[src/rtl/temp_pkg.sv]
// temp_pkg: shared state and direction types for the temperature
// scan scheduler and its threshold comparator.
package temp_pkg;

   typedef enum logic [1:0] {
      IDLE,
      WAIT_TICK,
      REQUEST,
      EVALUATE
   } scanState_t;

   typedef enum logic {
      DIR_LOW,
      DIR_HIGH
   } dir_t;

   localparam logic [7:0] DEF_LOW_TH  = 8'd35;
   localparam logic [7:0] DEF_HIGH_TH = 8'd39;

endpackage

[src/rtl/temp_threshold_cmp.sv]
// temp_threshold_cmp: unsigned 8-bit window compare, shared by all
// sensors. Readings equal to either limit count as normal.
module temp_threshold_cmp
   import temp_pkg::*;
#(
   parameter logic [7:0] LOW_TH  = DEF_LOW_TH,
   parameter logic [7:0] HIGH_TH = DEF_HIGH_TH
) (
   input  logic [7:0] data,
   output logic       isLow,
   output logic       isHigh
);

   assign isLow  = data < LOW_TH;
   assign isHigh = data > HIGH_TH;

endmodule

[src/rtl/temp_scan_scheduler.sv]
// temp_scan_scheduler: periodic round-robin scan of N sensors with
// per-sensor debounce, latched alarms and request timeout faults.
module temp_scan_scheduler
   import temp_pkg::*;
#(
   parameter int         N_SENSORS  = 4,
   parameter logic [7:0] LOW_TH     = DEF_LOW_TH,
   parameter logic [7:0] HIGH_TH    = DEF_HIGH_TH,
   parameter int         DEBOUNCE   = 3,
   parameter int         SAMPLE_DIV = 16,
   parameter int         TIMEOUT    = 15,
   localparam int        SEL_W      = $clog2(N_SENSORS)
) (
   input  logic                 clk,
   input  logic                 rst_n,
   input  logic                 enable,
   output logic                 sensor_req,
   output logic [SEL_W-1:0]     sensor_sel,
   input  logic                 sensor_valid,
   input  logic [7:0]           sensor_data,
   output logic [N_SENSORS-1:0] alarm_low,
   output logic [N_SENSORS-1:0] alarm_high,
   output logic                 alarm_irq,
   input  logic                 alarm_ack,
   output logic [N_SENSORS-1:0] sensor_fault,
   output logic                 scan_done,
   output logic                 busy
);

   localparam int TICK_W = $clog2(SAMPLE_DIV);
   localparam int TO_W   = $clog2(TIMEOUT + 1);

   localparam logic [TICK_W-1:0] TICK_LAST = TICK_W'(SAMPLE_DIV - 1);
   localparam logic [TO_W-1:0]   TO_LAST   = TO_W'(TIMEOUT - 1);
   localparam logic [SEL_W-1:0]  SEL_LAST  = SEL_W'(N_SENSORS - 1);
   localparam logic [2:0]        DB_MAX    = 3'(DEBOUNCE);

   scanState_t        state;
   logic [TICK_W-1:0] tick;
   logic [TO_W-1:0]   toCnt;
   logic [SEL_W-1:0]  sel;
   logic [7:0]        sample;
   logic [2:0]        dbCnt [N_SENSORS];
   dir_t              dbDir [N_SENSORS];

   logic       isLow;
   logic       isHigh;
   logic [2:0] curCnt;
   logic [2:0] nxtCnt;
   dir_t       curDir;
   dir_t       newDir;
   dir_t       nxtDir;
   logic       timedOut;
   logic       advance;
   logic [N_SENSORS-1:0] setLow;
   logic [N_SENSORS-1:0] setHigh;

   temp_threshold_cmp #(
      .LOW_TH (LOW_TH),
      .HIGH_TH(HIGH_TH)
   ) uCmp (
      .data  (sample),
      .isLow (isLow),
      .isHigh(isHigh)
   );

   always_comb begin
      curCnt  = dbCnt[sel];
      curDir  = dbDir[sel];
      newDir  = isHigh ? DIR_HIGH : DIR_LOW;
      nxtCnt  = '0;
      nxtDir  = curDir;
      setLow  = '0;
      setHigh = '0;
      if (isLow || isHigh) begin
         nxtDir = newDir;
         if (curCnt != 3'd0 && curDir == newDir)
            nxtCnt = (curCnt == DB_MAX) ? DB_MAX : curCnt + 3'd1;
         else
            nxtCnt = 3'd1;
      end
      // A saturated counter keeps re-asserting, so ack cannot hide it
      if (enable && state == EVALUATE && nxtCnt == DB_MAX) begin
         if (nxtDir == DIR_LOW) setLow[sel] = 1'b1;
         else                   setHigh[sel] = 1'b1;
      end
   end

   assign timedOut = state == REQUEST && !sensor_valid
                     && toCnt == TO_LAST;
   assign advance  = state == EVALUATE || timedOut;

   always_ff @(posedge clk or negedge rst_n) begin
      if (!rst_n) begin
         state        <= IDLE;
         tick         <= '0;
         toCnt        <= '0;
         sel          <= '0;
         sample       <= '0;
         sensor_req   <= 1'b0;
         sensor_sel   <= '0;
         sensor_fault <= '0;
         scan_done    <= 1'b0;
         for (int i = 0; i < N_SENSORS; i++) begin
            dbCnt[i] <= '0;
            dbDir[i] <= DIR_LOW;
         end
      end else begin
         scan_done <= 1'b0;
         if (!enable) begin
            state      <= IDLE;
            sensor_req <= 1'b0;
            tick       <= '0;
         end else begin
            // Free-running tick keeps the scan period fixed
            if (state != IDLE)
               tick <= (tick == TICK_LAST) ? '0 : tick + 1'b1;
            unique case (state)
               IDLE: begin
                  state <= WAIT_TICK;
                  tick  <= '0;
               end
               WAIT_TICK: begin
                  if (tick == TICK_LAST) begin
                     state      <= REQUEST;
                     sel        <= '0;
                     sensor_sel <= '0;
                     sensor_req <= 1'b1;
                     toCnt      <= '0;
                  end
               end
               REQUEST: begin
                  if (sensor_valid) begin
                     sample     <= sensor_data;
                     sensor_req <= 1'b0;
                     state      <= EVALUATE;
                  end else if (timedOut) begin
                     sensor_fault[sel] <= 1'b1;
                  end else begin
                     toCnt <= toCnt + 1'b1;
                  end
               end
               EVALUATE: begin
                  sensor_fault[sel] <= 1'b0;
                  dbCnt[sel]        <= nxtCnt;
                  dbDir[sel]        <= nxtDir;
               end
            endcase
            if (advance) begin
               if (sel == SEL_LAST) begin
                  scan_done  <= 1'b1;
                  sensor_req <= 1'b0;
                  state      <= WAIT_TICK;
               end else begin
                  sel        <= sel + 1'b1;
                  sensor_sel <= sel + 1'b1;
                  sensor_req <= 1'b1;
                  toCnt      <= '0;
                  state      <= REQUEST;
               end
            end
         end
      end
   end

   always_ff @(posedge clk or negedge rst_n) begin
      if (!rst_n) begin
         alarm_low  <= '0;
         alarm_high <= '0;
      end else begin
         alarm_low  <= (alarm_low & ~{N_SENSORS{alarm_ack}}) | setLow;
         alarm_high <= (alarm_high & ~{N_SENSORS{alarm_ack}}) | setHigh;
      end
   end

   assign alarm_irq = |{alarm_low, alarm_high};
   assign busy      = state == REQUEST || state == EVALUATE;

endmodule

[config.mk]
export PLATFORM = sky130hd
export DESIGN_NAME = temp_scan_scheduler
export DESIGN_NICKNAME = d
export VERILOG_FILES = /design/src/rtl/temp_pkg.sv /design/src/rtl/temp_threshold_cmp.sv /design/src/rtl/temp_scan_scheduler.sv
export SDC_FILE = /design/constraint.sdc
export NUM_CORES = 1
export LEC_CHECK = 0
export CAP_MARGIN = 20
export CORE_MARGIN = 2
export CORE_UTILIZATION = 35
export CTS_CLUSTER_SIZE = 10
export DETAILED_ROUTE_END_ITERATION = 8
export GPL_TIMING_DRIVEN = 0
export SYNTH_ARGS = -nofsm -noshare
export SYNTH_HDL_FRONTEND = slang
export SYNTH_SLANG_ARGS = --single-unit
[constraint.sdc]
create_clock -name clk -period 5.5 [get_ports clk]
set_input_delay 0.825 -clock clk [delete_from_list [all_inputs] [get_ports clk]]
set_output_delay 0.825 -clock clk [all_outputs]
set_load 0.005 [all_outputs]
Yosys cells after proc, flatten, opt, wreduce, memory -nomap -nowiden
Index checks and enable logic that the tools add are counted.
W data, S select, Z words.
{"block": "word_totals", "reg_bits": 52, "in_bits": 13, "elab_cells": 134}
{"block": "op_classes", "addsub": 4, "n_lt_le_gt_ge": 6, "n_eq_ne": 16, "n_mux": 59, "n_bitwise": 9, "reduce_logical": 21}
{"cell": "$mux W4", "n": 15}
{"cell": "$mux W2", "n": 13}
{"cell": "$mux W3", "n": 6}
{"cell": "$pmux W4 S2", "n": 2}
{"cell": "$mux W1", "n": 14}
{"cell": "$and A4 B4 Y4", "n": 3}
{"cell": "$bwmux W12", "n": 1}
{"cell": "$or A4 B4 Y4", "n": 3}
{"cell": "$reduce_and A3 Y1", "n": 3}
{"cell": "$add A4 B1 Y4 const B", "n": 2}
{"cell": "$eq A4 B4 Y1 const B", "n": 2}
{"cell": "$gt A8 B6 Y1 const B", "n": 1}
{"cell": "$lt A8 B6 Y1 const B", "n": 1}
{"cell": "$ne A4 B4 Y1 const B", "n": 2}
{"cell": "$not A4 Y4", "n": 2}
{"cell": "$reduce_or A8 Y1", "n": 1}
{"cell": "$logic_and A1 B1 Y1", "n": 7}
{"cell": "$bmux W3 S2", "n": 1}
{"cell": "$demux W3 S2", "n": 1}
{"cell": "$eq A2 B2 Y1 const B", "n": 3}
{"cell": "$eq A3 B2 Y1 const B", "n": 2}
{"cell": "$pmux W2 S3", "n": 1}
{"cell": "$ne A5 B1 Y1 const B", "n": 1}
{"cell": "$bwmux W4", "n": 1}
{"cell": "22 further kinds", "n": 27}

Depth between registers and ports, before layout
{"block": "depth", "depth_word": 12, "depth_mapped": 9, "mapped_depth_nobuf": 7}

Modules after synthesis
From an unflattened synthesis, not the netlist that was laid out.
{"block": "unflattened", "cells_unflattened": 247, "hier_area_um2": 2665.1}
{"mod": "temp_scan_scheduler", "n_inst": 1, "cells_per_inst": 242, "area_per_inst_um2": 2633.8, "seq_area_each_um2": 1301.2}
{"mod": "temp_threshold_cmp", "n_inst": 1, "cells_per_inst": 5, "area_per_inst_um2": 31.3, "seq_area_each_um2": 0.0}

Worst setup path after synthesis
OpenSTA, ideal clock, no wires.
{"block": "synth_timing", "kind": "flip-flop to flip-flop", "start": "register sel[0]", "end": "register alarm_high[3]", "setup_ns": 0.088, "t_arrival_ns": 1.994, "required_ns": 5.412, "path_slack_ns": 3.418, "stages_incl_launch_ff": 9, "period_less_slack_ns": 2.082, "path_cell_list": "dfrtp_1 -> buf_6 -> mux4_2 -> inv_1 -> ha_1 -> and3_2 -> a311oi_4 -> nand4_2 -> o22ai_1"}
{"block": "synth_between", "elab_chain_cells": 12, "elab_cells_between_ends": 26, "cone_classes": "1 x add/sub; 2 x order compare; 3 x eq/ne; 14 x mux; 2 x bitwise; 4 x reduce/logical"}
{"item": "start, declared", "line_no": "temp_scan_scheduler.sv:41", "rtl": "logic [SEL_W-1:0] sel;"}
{"item": "start signal, assigned", "line_no": "temp_scan_scheduler.sv:155", "rtl": "sel <= sel + 1'b1;"}
{"item": "$not A2 Y3 (implied by the code)", "line_no": "temp_scan_scheduler.sv:68, temp_scan_scheduler.sv:69"}
{"item": "$bmux W3 S2 or $bmux W1 S2 (tied branches)", "line_no": "temp_scan_scheduler.sv:68, temp_scan_scheduler.sv:69"}
{"item": "$mux W3 (implied by the code) or $mux W1 (tied branches) (2 in a row)", "line_no": "temp_scan_scheduler.sv:68, temp_scan_scheduler.sv:69"}
{"item": "$add A3 B1 Y3, or another cell as far along", "line_no": "temp_scan_scheduler.sv:78", "rtl": "nxtCnt = (curCnt == DB_MAX) ? DB_MAX : curCnt + 3'd1;"}
{"item": "$mux W3 or $logic_and A1 B1 Y1 (tied branches)", "line_no": "temp_scan_scheduler.sv:78, temp_scan_scheduler.sv:77"}
{"item": "$mux W3", "line_no": "temp_scan_scheduler.sv:77", "rtl": "if (curCnt != 3'd0 && curDir == newDir)"}
{"item": "$mux W3", "line_no": "temp_scan_scheduler.sv:75", "rtl": "if (isLow || isHigh) begin"}
{"item": "$eq A3 B2 Y1", "line_no": "temp_scan_scheduler.sv:83", "rtl": "if (enable && state == EVALUATE && nxtCnt == DB_MAX) begin"}
{"item": "$logic_and A1 B1 Y1", "line_no": "temp_scan_scheduler.sv:83"}
{"item": "$mux W4 (*)", "line_no": "temp_scan_scheduler.sv:83"}
{"item": "$or A4 B4 Y4 (*)", "line_no": "temp_scan_scheduler.sv:172", "rtl": "alarm_high <= (alarm_high & ~{N_SENSORS{alarm_ack}}) | setHigh;"}
{"item": "end signal, assigned", "line_no": "temp_scan_scheduler.sv:172"}
{"item": "end, declared", "line_no": "temp_scan_scheduler.sv:22", "rtl": "output logic [N_SENSORS-1:0] alarm_high,"}
Mark *: on every way between the ends. The rest lies on a longest branch, timed or not. The select of a mux whose other input is x is not followed.
A chain may end at the register's enable or synchronous reset.

Final worst setup path
{"block": "layout_timing", "start": "register state[0]", "end": "output busy"}
{"block": "layout_between", "elab_chain_cells": 2, "elab_cells_between_ends": 3, "cone_classes": "2 x eq/ne; 1 x reduce/logical"}
{"item": "start, declared", "line_no": "temp_scan_scheduler.sv:38", "rtl": "scanState_t state;"}
{"item": "start signal, assigned", "line_no": "temp_scan_scheduler.sv:95", "rtl": "state <= IDLE;"}
{"item": "start signal, assigned", "line_no": "temp_scan_scheduler.sv:111", "rtl": "state <= IDLE;"}
{"item": "start signal, assigned", "line_no": "temp_scan_scheduler.sv:120", "rtl": "state <= WAIT_TICK;"}
{"item": "$eq A2 B2 Y1", "line_no": "temp_scan_scheduler.sv:177", "rtl": "assign busy = state == REQUEST || state == EVALUATE;"}
{"item": "$logic_or A1 B1 Y1 (*)", "line_no": "temp_scan_scheduler.sv:177"}
{"item": "end, declared", "line_no": "temp_scan_scheduler.sv:27", "rtl": "output logic busy"}
Mark *: on every way between the ends. The rest lies on a longest branch, timed or not.

==> impl_metrics.py <==
metrics = {
    "detailed_routing": {
        "route.detailed.drc": 0,
        "dr.first_iter.drc_count": 94,
        "postRouteWirelength_um": 5270,
        "avgRoutedWirePerCell_um": 13.9,
        "vias": 1837,
        "routed_via_density": 4.85,
        "antenna_left": 0,
        "drt-pass1-iter-count": 4,
    },
    "timing": {
        "min_period_ns": 2.70,
        "rsz0062_at_grt": "false",
        "final-hold-violation-count": 0,
        "setup_slack_ns": 2.80,
        "setup_tns_ns": 0,
        "setup_viol": 0,
        "fin_skew_ns": 0.0104,
        "slew_violations": 0,
        "period_share": 0.491,
        "worst_slew_pin_slew_ns": 0.568,
        "fmax_mhz": 370,
        "relSlewSlack": 0.622,
    },
    "critical_path": {
        "r2r_start": "sel[0]$_DFFE_PN0P_",
        "cp-start-kind": "register",
        "cpPeakStageDelay_ns": 0.44,
        "crit_family": "buffers and inverters",
        "endpoint_kind": "output pin",
        "cpMaxStageDelayCell": "clkdlybuf4s50_1",
        "cp_cell_sequence": "inv_1 > ha_1 > buf_2 > or2_2 > clkdlybuf4s50_1",
        "r2r_setup_slack_ns": 3.24,
        "required_ns": 4.68,
        "crit_type": "reg2out",
        "timing.rr.end": "alarm_high[0]$_DFF_PN0_",
        "rr_worst_depth": 8,
        "cp.buffers_inverters": 3,
        "critical_path_arrival_ns": 1.88,
        "crit_fanout": 9,
    },
    "cts": {
        "ctsResizeCount": 0,
        "clock-sinks": 52,
        "cts_setup_buffers": 0,
        "insertion_delay_ns": 0.31,
        "cts_max_level": 2,
        "path_clk_slew_ns": 0.09,
        "cts-root-buf": "clkbuf_8",
        "numCtsBuffers": 5,
        "ctsHoldBuffers": 0,
        "cts_tree": "yes",
        "clockBufferDepth": 2,
    },
    "synthesis": {
        "synthDistinctLibCells": 53,
        "ys_dominant_reg_cell": "dfrtp_1",
        "synthCells": 244,
        "async_flop_share": 1.00,
        "syn-cell-area_sq_mm": 0.00266,
        "avgSynthCellArea_sq_um": 10.9,
        "ys_ff_latch": 52,
        "synth_warnings": 0,
        "synth_top_area_share": 0.490,
        "synth_area_leaders": "dfrtp_1 (49%), ha_1 (6.1%), nand2_1 (3.5%)",
        "postSynthNetCount": 270,
        "synth_top_cell_by_area": "dfrtp_1",
        "synth_edf_count": 0,
        "yosysSeqAreaShare": 0.490,
    },
    "finish": {
        "syn_to_final_growth_pct": 18.8,
        "final_layout_size_suffix_gt1_frac": 0.150,
        "multi_input_area_sq_mm": 0.00121,
        "fillers": 728,
        "final_util": 0.433,
        "antenna_cells": 0,
        "final_common_cell": "dfrtp_1",
        "seqCellArea_sq_mm": 0.00130,
        "final_nets": 305,
        "final_cell_mix": "dfrtp_1 (52), clkdlybuf4s50_1 (26), nand2_1 (25)",
    },
    "grt": {
        "gr-usage-met2": 0.207,
        "antenna_found_initial": 0,
        "use_met3": 0.0290,
        "overflow": 0,
        "grt_pass1_wl_um": 9340,
        "grt_max_degree": 30,
        "grt_usage": 0.139,
        "grt-busiest-layer": "met2",
        "grt_pass1_vias": 1896,
        "grt_use_met1": 0.204,
    },
    "pwr": {
        "ir_worst_vdd_mv": 0.152,
        "clkPwrFrac": 0.194,
        "power_density_mw_per_mm2": 367,
        "p_int_uw": 750,
        "p_switching_uw": 409,
        "p_sw_frac": 0.353,
        "leakage_uw": 0.00136,
        "combPwrFrac": 0.374,
        "power_frac_seq": 0.432,
    },
    "floorplan": {
        "die_area_sq_mm": 0.00830,
        "die_height_um": 91.1,
        "rows": 31,
        "ios": 31,
        "coreArea_sq_mm": 0.00729,
        "start_util": 0.364,
        "die_x_um": 91.1,
    },
    "run": {
        "drv_cap": 0,
    },
    "placed_design": {
        "place_ws_ns": 3.14,
        "place_congestion": 0.814,
        "hpwlAfterDp_um": 3870,
        "portBuffers": 27,
    },
    "hold_path": {
        "hold_path_class": "reg2reg",
        "min_from": "tick[0]$_DFFE_PN0P_",
        "hold_end": "tick[0]$_DFFE_PN0P_",
        "hold-path-cell-count": 1,
    },
    "run_status": {
        "status": "finished clean",
    },
}
-- worst max-delay path by stage --
stage	to	cells past startpoint	from	slack (ns)
floorplan	alarm_high[3]$_DFF_PN0_	8	sel[0]$_DFFE_PN0P_	3.42
CTS	busy	5	state[0]$_DFFE_PN0P_	2.80
global placement	alarm_low[0]$_DFF_PN0_	1	rst_n	1.99
global route	busy	5	state[0]$_DFFE_PN0P_	2.69
detailed placement	busy	5	state[0]$_DFFE_PN0P_	3.14
finish	busy	5	state[0]$_DFFE_PN0P_	2.80
-- synthesized netlist by cell type (all sizes together) (4+ instances only) --
cell   number
nand3      10
nor2       12
a31oi       5
buf         7
a41oi       5
inv        17
a21oi       6
nand2      25
ha         13
mux4        4
o22ai       8
o21ai      24
dfrtp      52
mux2        8
-- sequential cells by signal (all words and copies together) (netlist names), 4 cells and up, named ones only --
register    cells
alarm_low       4
dbCnt          12
sample          8
alarm_high      4
toCnt           4
tick            4
dbDir           4
-- layer usage --
layer | wire, um | share of wire
met5 | 0 | 0
met4 | 67 | 0.013
met3 | 185 | 0.035
met2 | 2230 | 0.42
met1 | 2790 | 0.53
-- layout make-up --
| cell class | count | share of cell area |
|---|---|---|
| sequential | 52 | 0.413 |
| buffer | 10 | 0.0242 |
| timing repair buffer | 28 | 0.0904 |
| clock buffer | 5 | 0.0218 |
| tap | 99 | 0.0393 |
| multi-input combinational | 165 | 0.385 |
| clock inverter | 3 | 0.00674 |
| inverter | 17 | 0.0202 |
-- power by group through the flow --
stage,Combinational [uW],Clock [uW],Sequential (uW)
CTS,437,231,501
detailed placement,435,0,509
global placement,429,0,507
global route,486,247,513
finish,434,224,500
floorplan,336,0,497
-- logic make-up (layout without fill, tap and decap cells) --
logic type / count (synthesis) / after routing / share of synthesized area
fa+ha+maj: 13 / 13 / 0.0613
mux: 14 / 14 / 0.0768
xor+xnor: 3 / 3 / 0.0127
simple gates: 68 / 68 / 0.133
flops: 52 / 52 / 0.490
buf+inv: 27 / 63 / 0.0528
compound gates: 67 / 67 / 0.173
-- stage by stage --
step | power (uW) | instance area (sq um) | instances | hold WS [ns]
after floorplan | 833 | 2660 | 244 | 0.431
after global placement | 935 | 3050 | 370 | 0.452
after detailed placement | 944 | 3060 | 371 | 0.450
after CTS | 1170 | 3150 | 379 | 0.464
after global routing | 1250 | 3150 | 379 | 0.515
final | 1160 | 3150 | 379 | 0.466
-- worst reg2reg max path, stage by stage, from the launching register on --
cell      delay, ns
dfrtp_1        0.42
buf_6          0.15
mux4_2         0.36
inv_1          0.06
ha_1           0.25
and3_2         0.23
a311oi_4       0.33
nand4_2        0.22
o22ai_1        0.16
Note: power is estimated with default switching activity, not from simulation.
